$ cat src/rtl/cma_pkg.sv
// Shared types and operand-lane layout for complex_mult_arbiter.
package cma_pkg;

    typedef enum logic [1:0] {
        IDLE    = 2'd0,
        ISSUE   = 2'd1,
        WAIT    = 2'd2,
        DELIVER = 2'd3
    } cma_state_e;

    // Component slots inside one requester lane, in units of DW
    localparam int OP1_RE_SLOT = 0;
    localparam int OP1_IM_SLOT = 1;
    localparam int OP2_RE_SLOT = 2;
    localparam int OP2_IM_SLOT = 3;
    localparam int LANE_SLOTS  = 4;

endpackage

$ cat src/rtl/cma_rr_arb.sv
// Combinational winner pick for complex_mult_arbiter: round-robin from rr_ptr,
// or lowest-index fixed priority when CMA_FIXED_PRIO_EN is defined.
module cma_rr_arb #(
    parameter int NUM_REQ = 4,
    parameter int IW      = $clog2(NUM_REQ)
) (
    input  logic [NUM_REQ-1:0] req_val,
    input  logic [IW-1:0]      rr_ptr,
    output logic [NUM_REQ-1:0] grant_oh,
    output logic [IW-1:0]      grant_idx,
    output logic               grant_vld
);

    localparam int SW = IW + 1;

    logic [SW-1:0] cand_s;

    // Scan lanes starting at the priority origin; the first valid lane wins
    always_comb begin
        grant_oh  = '0;
        grant_idx = '0;
        grant_vld = 1'b0;
        cand_s    = '0;
        for (int i = 0; i < NUM_REQ; i++) begin
`ifdef CMA_FIXED_PRIO_EN
            cand_s = SW'(i);
`else
            cand_s = {1'b0, rr_ptr} + SW'(i);
            if (cand_s >= SW'(NUM_REQ)) begin
                cand_s = cand_s - SW'(NUM_REQ);
            end else begin
                cand_s = cand_s;
            end
`endif
            if (!grant_vld && req_val[cand_s[IW-1:0]]) begin
                grant_vld                   = 1'b1;
                grant_idx                   = cand_s[IW-1:0];
                grant_oh[cand_s[IW-1:0]]    = 1'b1;
            end else begin
                grant_vld = grant_vld;
            end
        end
    end

endmodule

$ cat src/rtl/complex_mult_arbiter.sv
// Shares one complex multiplier between NUM_REQ requesters, one transaction at a time.
// rst_i is meant to also drive the multiplier's sw_rst_i. Option: CMA_FIXED_PRIO_EN.
module complex_mult_arbiter
    import cma_pkg::*;
#(
    parameter int NUM_REQ = 4,
    parameter int DW      = 8,
    localparam int IW     = $clog2(NUM_REQ),
    localparam int LW     = LANE_SLOTS * DW
) (
    input  logic                  clk_i,
    input  logic                  rst_i,
    input  logic [NUM_REQ-1:0]    req_val_i,
    output logic [NUM_REQ-1:0]    req_rdy_o,
    input  logic [NUM_REQ*LW-1:0] req_ops_i,
    output logic [NUM_REQ-1:0]    rsp_val_o,
    input  logic [NUM_REQ-1:0]    rsp_rdy_i,
    output logic [2*DW-1:0]       rsp_re_o,
    output logic [2*DW-1:0]       rsp_im_o,
    output logic                  mul_op_val_o,
    input  logic                  mul_op_rdy_i,
    output logic [DW-1:0]         mul_op_1_re_o,
    output logic [DW-1:0]         mul_op_1_im_o,
    output logic [DW-1:0]         mul_op_2_re_o,
    output logic [DW-1:0]         mul_op_2_im_o,
    input  logic                  mul_res_val_i,
    output logic                  mul_res_rdy_o,
    input  logic [2*DW-1:0]       mul_res_re_i,
    input  logic [2*DW-1:0]       mul_res_im_i,
    output logic                  busy_o,
    output logic [IW-1:0]         grant_id_o
);

    cma_state_e         state_r;
    cma_state_e         state_nxt_s;
    logic [IW-1:0]      rr_ptr_r;
    logic [IW-1:0]      rr_ptr_nxt_s;
    logic [IW-1:0]      grant_id_r;
    logic [NUM_REQ-1:0] grant_oh_s;
    logic [IW-1:0]      grant_idx_s;
    logic               grant_vld_s;
    logic [LW-1:0]      ops_sel_s;
    logic [LW-1:0]      ops_r;
    logic [2*DW-1:0]    res_re_r;
    logic [2*DW-1:0]    res_im_r;
    logic               rsp_take_s;

    cma_rr_arb #(
        .NUM_REQ (NUM_REQ),
        .IW      (IW)
    ) u_arb (
        .req_val   (req_val_i),
        .rr_ptr    (rr_ptr_r),
        .grant_oh  (grant_oh_s),
        .grant_idx (grant_idx_s),
        .grant_vld (grant_vld_s)
    );

    // Operand lane mux steered by the one-hot grant
    always_comb begin
        ops_sel_s = '0;
        for (int k = 0; k < NUM_REQ; k++) begin
            if (grant_oh_s[k]) begin
                ops_sel_s = req_ops_i[k*LW +: LW];
            end else begin
                ops_sel_s = ops_sel_s;
            end
        end
    end

    assign rsp_take_s = rsp_rdy_i[grant_id_r];

`ifdef CMA_FIXED_PRIO_EN
    assign rr_ptr_nxt_s = '0;
`else
    assign rr_ptr_nxt_s = (grant_id_r == IW'(NUM_REQ - 1)) ? '0 : grant_id_r + IW'(1);
`endif

    // Next-state logic for the single-transaction FSM
    always_comb begin
        state_nxt_s = state_r;
        case (state_r)
            IDLE: begin
                if (grant_vld_s) state_nxt_s = ISSUE;
                else             state_nxt_s = IDLE;
            end
            ISSUE: begin
                if (mul_op_rdy_i) state_nxt_s = WAIT;
                else              state_nxt_s = ISSUE;
            end
            WAIT: begin
                if (mul_res_val_i) state_nxt_s = DELIVER;
                else               state_nxt_s = WAIT;
            end
            DELIVER: begin
                if (rsp_take_s) state_nxt_s = IDLE;
                else            state_nxt_s = DELIVER;
            end
            default: state_nxt_s = IDLE;
        endcase
    end

    // State register
    always_ff @(posedge clk_i) begin
        if (rst_i) begin
            state_r <= IDLE;
        end else begin
            state_r <= state_nxt_s;
        end
    end

    // Transaction datapath: granted operands, grant id, result capture and pointer
    always_ff @(posedge clk_i) begin
        if (rst_i) begin
            rr_ptr_r   <= '0;
            grant_id_r <= '0;
            ops_r      <= '0;
            res_re_r   <= '0;
            res_im_r   <= '0;
        end else begin
            if (state_r == IDLE && grant_vld_s) begin
                ops_r      <= ops_sel_s;
                grant_id_r <= grant_idx_s;
            end
            if (state_r == WAIT && mul_res_val_i) begin
                res_re_r <= mul_res_re_i;
                res_im_r <= mul_res_im_i;
            end
            if (state_r == DELIVER && rsp_take_s) begin
                rr_ptr_r <= rr_ptr_nxt_s;
            end
        end
    end

    // Per-lane handshakes exist only in IDLE (request) and DELIVER (response)
    always_comb begin
        req_rdy_o = '0;
        rsp_val_o = '0;
        if (state_r == IDLE) begin
            req_rdy_o = grant_oh_s;
        end else begin
            req_rdy_o = '0;
        end
        if (state_r == DELIVER) begin
            rsp_val_o[grant_id_r] = 1'b1;
        end else begin
            rsp_val_o = '0;
        end
    end

    assign mul_op_val_o  = (state_r == ISSUE);
    assign mul_res_rdy_o = (state_r == WAIT);
    assign busy_o        = (state_r != IDLE);
    assign grant_id_o    = grant_id_r;
    assign rsp_re_o      = res_re_r;
    assign rsp_im_o      = res_im_r;
    assign mul_op_1_re_o = ops_r[OP1_RE_SLOT*DW +: DW];
    assign mul_op_1_im_o = ops_r[OP1_IM_SLOT*DW +: DW];
    assign mul_op_2_re_o = ops_r[OP2_RE_SLOT*DW +: DW];
    assign mul_op_2_im_o = ops_r[OP2_IM_SLOT*DW +: DW];

endmodule
$ cat config.mk
export PLATFORM = sky130hd
export DESIGN_NAME = complex_mult_arbiter
export DESIGN_NICKNAME = d
export VERILOG_FILES = /design/src/rtl/cma_pkg.sv /design/src/rtl/cma_rr_arb.sv /design/src/rtl/complex_mult_arbiter.sv
export SDC_FILE = /design/constraint.sdc
export NUM_CORES = 1
export LEC_CHECK = 0
export BUFFER_PORTS_ARGS = -buffer_cell sky130_fd_sc_hd__buf_2
export CORE_ASPECT_RATIO = 1.2
export CORE_MARGIN = 2
export CORE_UTILIZATION = 35
export DETAILED_ROUTE_END_ITERATION = 8
export GPL_TIMING_DRIVEN = 1
export PLACE_DENSITY = 0.61
export SETUP_SLACK_MARGIN = 0.5
export SLEW_MARGIN = 15
export SYNTH_ARGS = -nofsm -noshare
export SYNTH_HDL_FRONTEND = slang
export SYNTH_SLANG_ARGS = --single-unit
$ cat constraint.sdc
create_clock -name clk_i -period 3.5 [get_ports clk_i]
set_clock_uncertainty 0.2 [all_clocks]
set_input_delay 0.175 -clock clk_i [delete_from_list [all_inputs] [get_ports clk_i]]
set_output_delay 0.175 -clock clk_i [all_outputs]
set_load 0.1 [all_outputs]
# Word level (Yosys, flattened, before mapping)
# Cells that the tools add are included.
# W data, S select, Z words.
[word_totals]
reg_bits = 70
in_bits = 172
out_inout_bits = 77
elab_cells = 99
[classes]
addsub = 8
magnitude_cmp = 14
n_eq_ne = 4
mux = 48
bitwise = 3
reduce_logical = 16
[op_table]
columns = ["op", "n"]
rows = [
  ["$mux W32", 4],
  ["$mux W4", 6],
  ["$mux W2", 11],
  ["$mux W1", 16],
  ["$lt A2 B3 Y1 const B", 5],
  ["$or A4 B4 Y4", 3],
  ["$logic_and A1 B1 Y1", 11],
  ["$bmux W1 S2", 5],
  ["$demux W1 S2", 5],
  ["$ge A2 B1 Y1 const B", 5],
  ["$ge A3 B3 Y1 const B", 3],
  ["$pmux W2 S4", 1],
  ["$sub A2 B1 Y2 const B", 4],
  ["$add A2 B2 Y3 const B", 2],
  ["$eq A2 B2 Y1 const B", 3],
  ["$add A2 B1 Y3 const B", 1],
  ["$ge A2 B3 Y1 const B", 1],
  ["$logic_not A1 Y1", 3],
  ["$add A2 B1 Y2 const B", 1],
  ["$eq A2 B1 Y1 const B", 1],
  ["$logic_not A2 Y1", 1],
  ["$reduce_bool A2 Y1", 1],
]

# Logic depth before layout (Yosys ltp)
[logic_depth]
word_depth = 18
depth_mapped = 12
mapped_depth_nobuf = 8

# Cells and area by module
# Synthesis repeated with hierarchy kept, for this count alone.
[hier_totals]
cells_unflattened = 528
area_unflattened_um2 = 4355.4
[by_module_without_submodules]
columns = ["mod", "n_inst", "cells_each", "area_each_um2", "seq_area_each_um2"]
rows = [
  ["complex_mult_arbiter", 1, 483, 3933.8, 1401.3],
  ["cma_rr_arb", 1, 45, 421.7, 0.0],
]

# Least setup slack after synthesis
# No wires, ideal clock.
[synth_path]
kind = "reg-to-output"
startpoint = "reg rr_ptr_r[0]"
endpoint = "out req_rdy_o[3]"
t_arrival_ns = 3.817
setup_slack_ns = -0.692
stages_incl_launch_ff = 12
n_path_buf = 4
path_cell_list = "dfxtp_1 buf_6 inv_1 ha_1 mux4_2 or4b_1 clkbuf_1 nor2_1 buf_2 buf_2 nor2_1 nor2_1"
[synth_between]
elab_chain_cells = 15
word_cells_on_any_way = 60
[synth_lines]
columns = ["item", "line_no", "rtl"]
rows = [
  ["start: declaration", "complex_mult_arbiter.sv:36", "logic [IW-1:0] rr_ptr_r;"],
  ["start signal: assignment", "complex_mult_arbiter.sv:130", "rr_ptr_r <= rr_ptr_nxt_s;"],
  ["branches (longest 13 deep; another with $add A2 B1 Y3)", "--", ""],
  ["$mux W4 (*)", "cma_rr_arb.sv:35", "if (!grant_vld && req_val[cand_s[IW-1:0]]) begin"],
  ["$mux W4 (*)", "complex_mult_arbiter.sv:139", "if (state_r == IDLE) begin"],
  ["end: declaration", "complex_mult_arbiter.sv:14", "output logic [NUM_REQ-1:0] req_rdy_o,"],
]
# Mark *: on every way between the ends. The select of a mux whose other input is x is not followed.

# Final worst setup path
[layout_path]
startpoint = "reg rr_ptr_r[0]"
endpoint = "out req_rdy_o[1]"
# The elaborated chain is that of the path after synthesis.

==> impl_metrics.csv <==
group,metric,value,unit
power_and_ir_drop,leakagePower,3.40,nW
grt,grt_max_degree,67,
run_status,status,"complete, no violations",
synthesis,syn_inst,648,
synthesis,synth_seq_area_share,29.0,%
synthesis,synth_area,0.00483,sq mm
clocking,cts-root-buf,"clkbuf_16",
synthesis,synth-seq-cells,70,
floorplanning,die_h,133,microns
power_and_ir_drop,p_seq_share,26.3,%
cells_and_area,fillers,1259,
synthesis,async_flop_share,0,%
power_and_ir_drop,power.share.clock,26.8,%
worst_setup_path,cpMostUsedCell,"buf_12",
worst_setup_path,worst_ep_arrival_time,2620,ps
min_path,min_delay_path_depth,4,
floorplanning,ioPinCount,249,
timing,finalHoldViolations,0,
clocking,cts_buffers,9,
grt,grt_overflow,0,
timing,setup-tns-final,0,ps
worst_setup_path,critPathCaptureType,"output port",
worst_setup_path,startpoint_type,"flop",
timing,setup_viol,0,
worst_setup_path,crit_type,"flop to output port",
power_and_ir_drop,ir_drop,263,uV
synthesis,synth_edf_count,0,
timing,max-slew-margin-rel,25.0,%
timing,fin_crit,3000,ps
routing,drtIter0Drc,397,
worst_setup_path,reg2regPathDepth,10,
timing,layout_setup_ws,501,ps
place,dp_hpwl,12.5,mm
cells_and_area,drive_above_1_share,35.6,%
power_and_ir_drop,power_density,442,mW/mm^2
synthesis,synth_ff_type,"dfxtp_1",
cells_and_area,syn_to_final_growth,66.2,%
clocking,cts_tree,"done",
floorplanning,core,0.0136,sq mm
grt,antenna_found_initial,2,
timing,fmax,0.333,GHz
timing,worst_pin_slew,1120,ps
synthesis,yosys_warnings,0,
synthesis,syn_avg_cell_area,7.46,sq um
synthesis,yosysUniqueCellTypes,42,
worst_setup_path,cp_cell_sequence,"inv_4 -> ha_4 -> mux4_2 -> a221o_1 -> a22o_4 -> buf_12 -> and2_2 -> buf_12",
worst_setup_path,cp_slowest_cell,"dfxtp_4",
timing,fin_crit_sh,85.7,%
clocking,cts_sinks,70,
job,drv_cap,0,
synthesis,synth_nets,831,
power_and_ir_drop,p_total,0.00355,W
floorplanning,num_rows,47,
min_path,min_path_type,"primary input to flop",
place,pre_cts_slack,340,ps
routing,viasPerCell,5.44,
worst_setup_path,crit_fanout,6,
routing,ant_nets,0,
clocking,cts_max_level,3,
routing,drc,0,
timing,drv_slew,0,
floorplanning,initial_utilization,35.4,%
synthesis,yosysTopAreaCell,"dfxtp_1",
power_and_ir_drop,power.internal,0.00194,W
clocking,clock_path_buffers,2,
power_and_ir_drop,switching_share,45.4,%
routing,wl_per_cell,17.3,microns
synthesis,synth_top_area_share,29.0,%
place,numPortBuffers,248,
power_and_ir_drop,combPwrFrac,46.9,%
grt,grt_first_pass_wirelength,31.3,mm
routing,num_vias,6304,
synthesis,synth.area.top_cells,"dfxtp_1 (29%), a21oi_1 (11%), nand2_1 (7.9%)",
floorplanning,die_area,0.0148,sq mm
timing,grt_setup_unrepaired,"yes",
place,place_congestion,0.833,
grt,first_global_vias,6307,
floorplanning,die_w,111,microns
worst_setup_path,required,3120,ps
routing,finalWirelength,20.0,mm
worst_setup_path,crit_path_max_incr_delay,400,ps
grt,grt_usage,25.9,%
cells_and_area,nets,1165,
power_and_ir_drop,p_sw,0.00161,W
clocking,clkSlewWorstSetupHoldPaths,60,ps
routing,dr.pass1.iters,5,
clocking,clk_latency,350,ps
-- cells in the final DEF (no fill, tap or decap), types with 3 or more instances in the layout --
master         instances
dfxtp_1               68
buf_12                11
a2111oi_1              9
and3_1                 4
dlygate4sd3_1         98
inv_1                 38
nor2_1                 4
clkbuf_16             10
a2111oi_2             11
ha_1                  10
buf_2                244
o31ai_1               33
mux4_2                 6
a2111oi_0             12
o21ai_0                3
nand3b_1               3
a21oi_2                3
nor2b_1                3
buf_4                 35
nor4_1                32
nor3b_1               30
nand2_1              102
a21oi_1              102
buf_6                  3
nor2_4                 3
clkinv_4               3
o21a_1                33
a211oi_1              32
-- synthesized netlist by cell type, types with 7 or more instances --
cell	number
a21oi_1	106
nand2_1	102
dfxtp_1	70
clkbuf_1	55
inv_1	39
o21a_1	33
o31ai_1	33
a2111oi_0	32
a211oi_1	32
nor3b_1	32
nor4_1	32
ha_1	11
buf_2	8
nor2_1	7
-- worst max-delay path, delay by kind of cell (launching register included) --
kind	cells	cell delay (ps)
and+or+nand+nor	1	200
DFF	1	400
buffers and inverters	3	360
AOI/OAI and AO/OA	2	660
muxes	1	380
adders and majority gates	1	270
-- path summary, 6_finish.rpt --
kind / to / slack [ps] / from
worst min register to register: rsp_im_o[8]$_SDFFE_PP0P_ / 250 / rsp_im_o[8]$_SDFFE_PP0P_
worst max register to register: ops_r[28]$_SDFFE_PP0P_ / 520 / rr_ptr_r[0]$_SDFFE_PP0P_
worst max-delay path: req_rdy_o[1] / 500 / rr_ptr_r[0]$_SDFFE_PP0P_
worst min-delay path: ops_r[7]$_SDFFE_PP0P_ / 30 / req_ops_i[103]
-- metrics by stage --
| step | std cells | hold slack, ps | area (sq um) | utilization [%] |
|---|---|---|---|---|
| finish | 1159 | 34.1 | 8030 | 58.9 |
| global route | 1158 | 48.8 | 8030 | 58.9 |
| CTS | 1148 | 29.4 | 7820 | 57.3 |
| detailed placement | 1016 | 219 | 6310 | 46.3 |
| global placement | 1016 | 218 | 6310 | 46.3 |
| floorplan | 648 | 108 | 4880 | - |
-- final cells by class --
class	count	area [sq um]	area share, %
clock buffer	10	229	2.85
sequential	70	1410	17.5
tap	171	214	2.66
multi-input combinational	469	3190	39.7
inverter	39	149	1.85
antenna	1	2.50	0.0312
clock inverter	6	70.1	0.872
timing repair buffer	393	2780	34.6
-- layer usage --
| layer | vias up | routed length, microns | GRT usage, % |
|---|---|---|---|
| met3 | 42 | 1040 | 4.54 |
| met4 | 2 | 677 | 12.7 |
| met5 | - | 5 | 0 |
| li1 | 3071 | - | - |
| met2 | 229 | 10000 | 45.3 |
| met1 | 2960 | 8280 | 30.6 |
-- state kept, by name (all words and copies together) (netlist names) --
register    count
grant_id_o      2
ops_r          32
rr_ptr_r        2
rsp_im_o       16
rsp_re_o       16
state_r         2
-- power groups by stage --
stage | Sequential [W] | Combinational (W) | Clock [W]
after floorplan | 0.00151 | 0.000559 | 0
after global placement | 0.000950 | 0.00147 | 0
after detailed placement | 0.000950 | 0.00147 | 0
after CTS | 0.000933 | 0.00160 | 0.000964
after global routing | 0.000944 | 0.00176 | 0.000995
final | 0.000933 | 0.00167 | 0.000954
-- kinds of logic after synthesis --
group	count (synthesis)	synth area share, %
compound gates	254	34.8
simple gates	195	20.7
buf+inv	110	9.60
flops	70	29.0
fa+ha+maj	11	2.85
mux	8	3.00
-- repair_timing --
action	CTS	global route
endpoints found under the hold margin	66	0
pin swaps	5	5
hold buffers	98	0
setup endpoints to repair	36	37
resized for setup	9	42
cloned	2	2
buffers inserted	16	8
No activity file was read; power rests on OpenSTA's default activity.
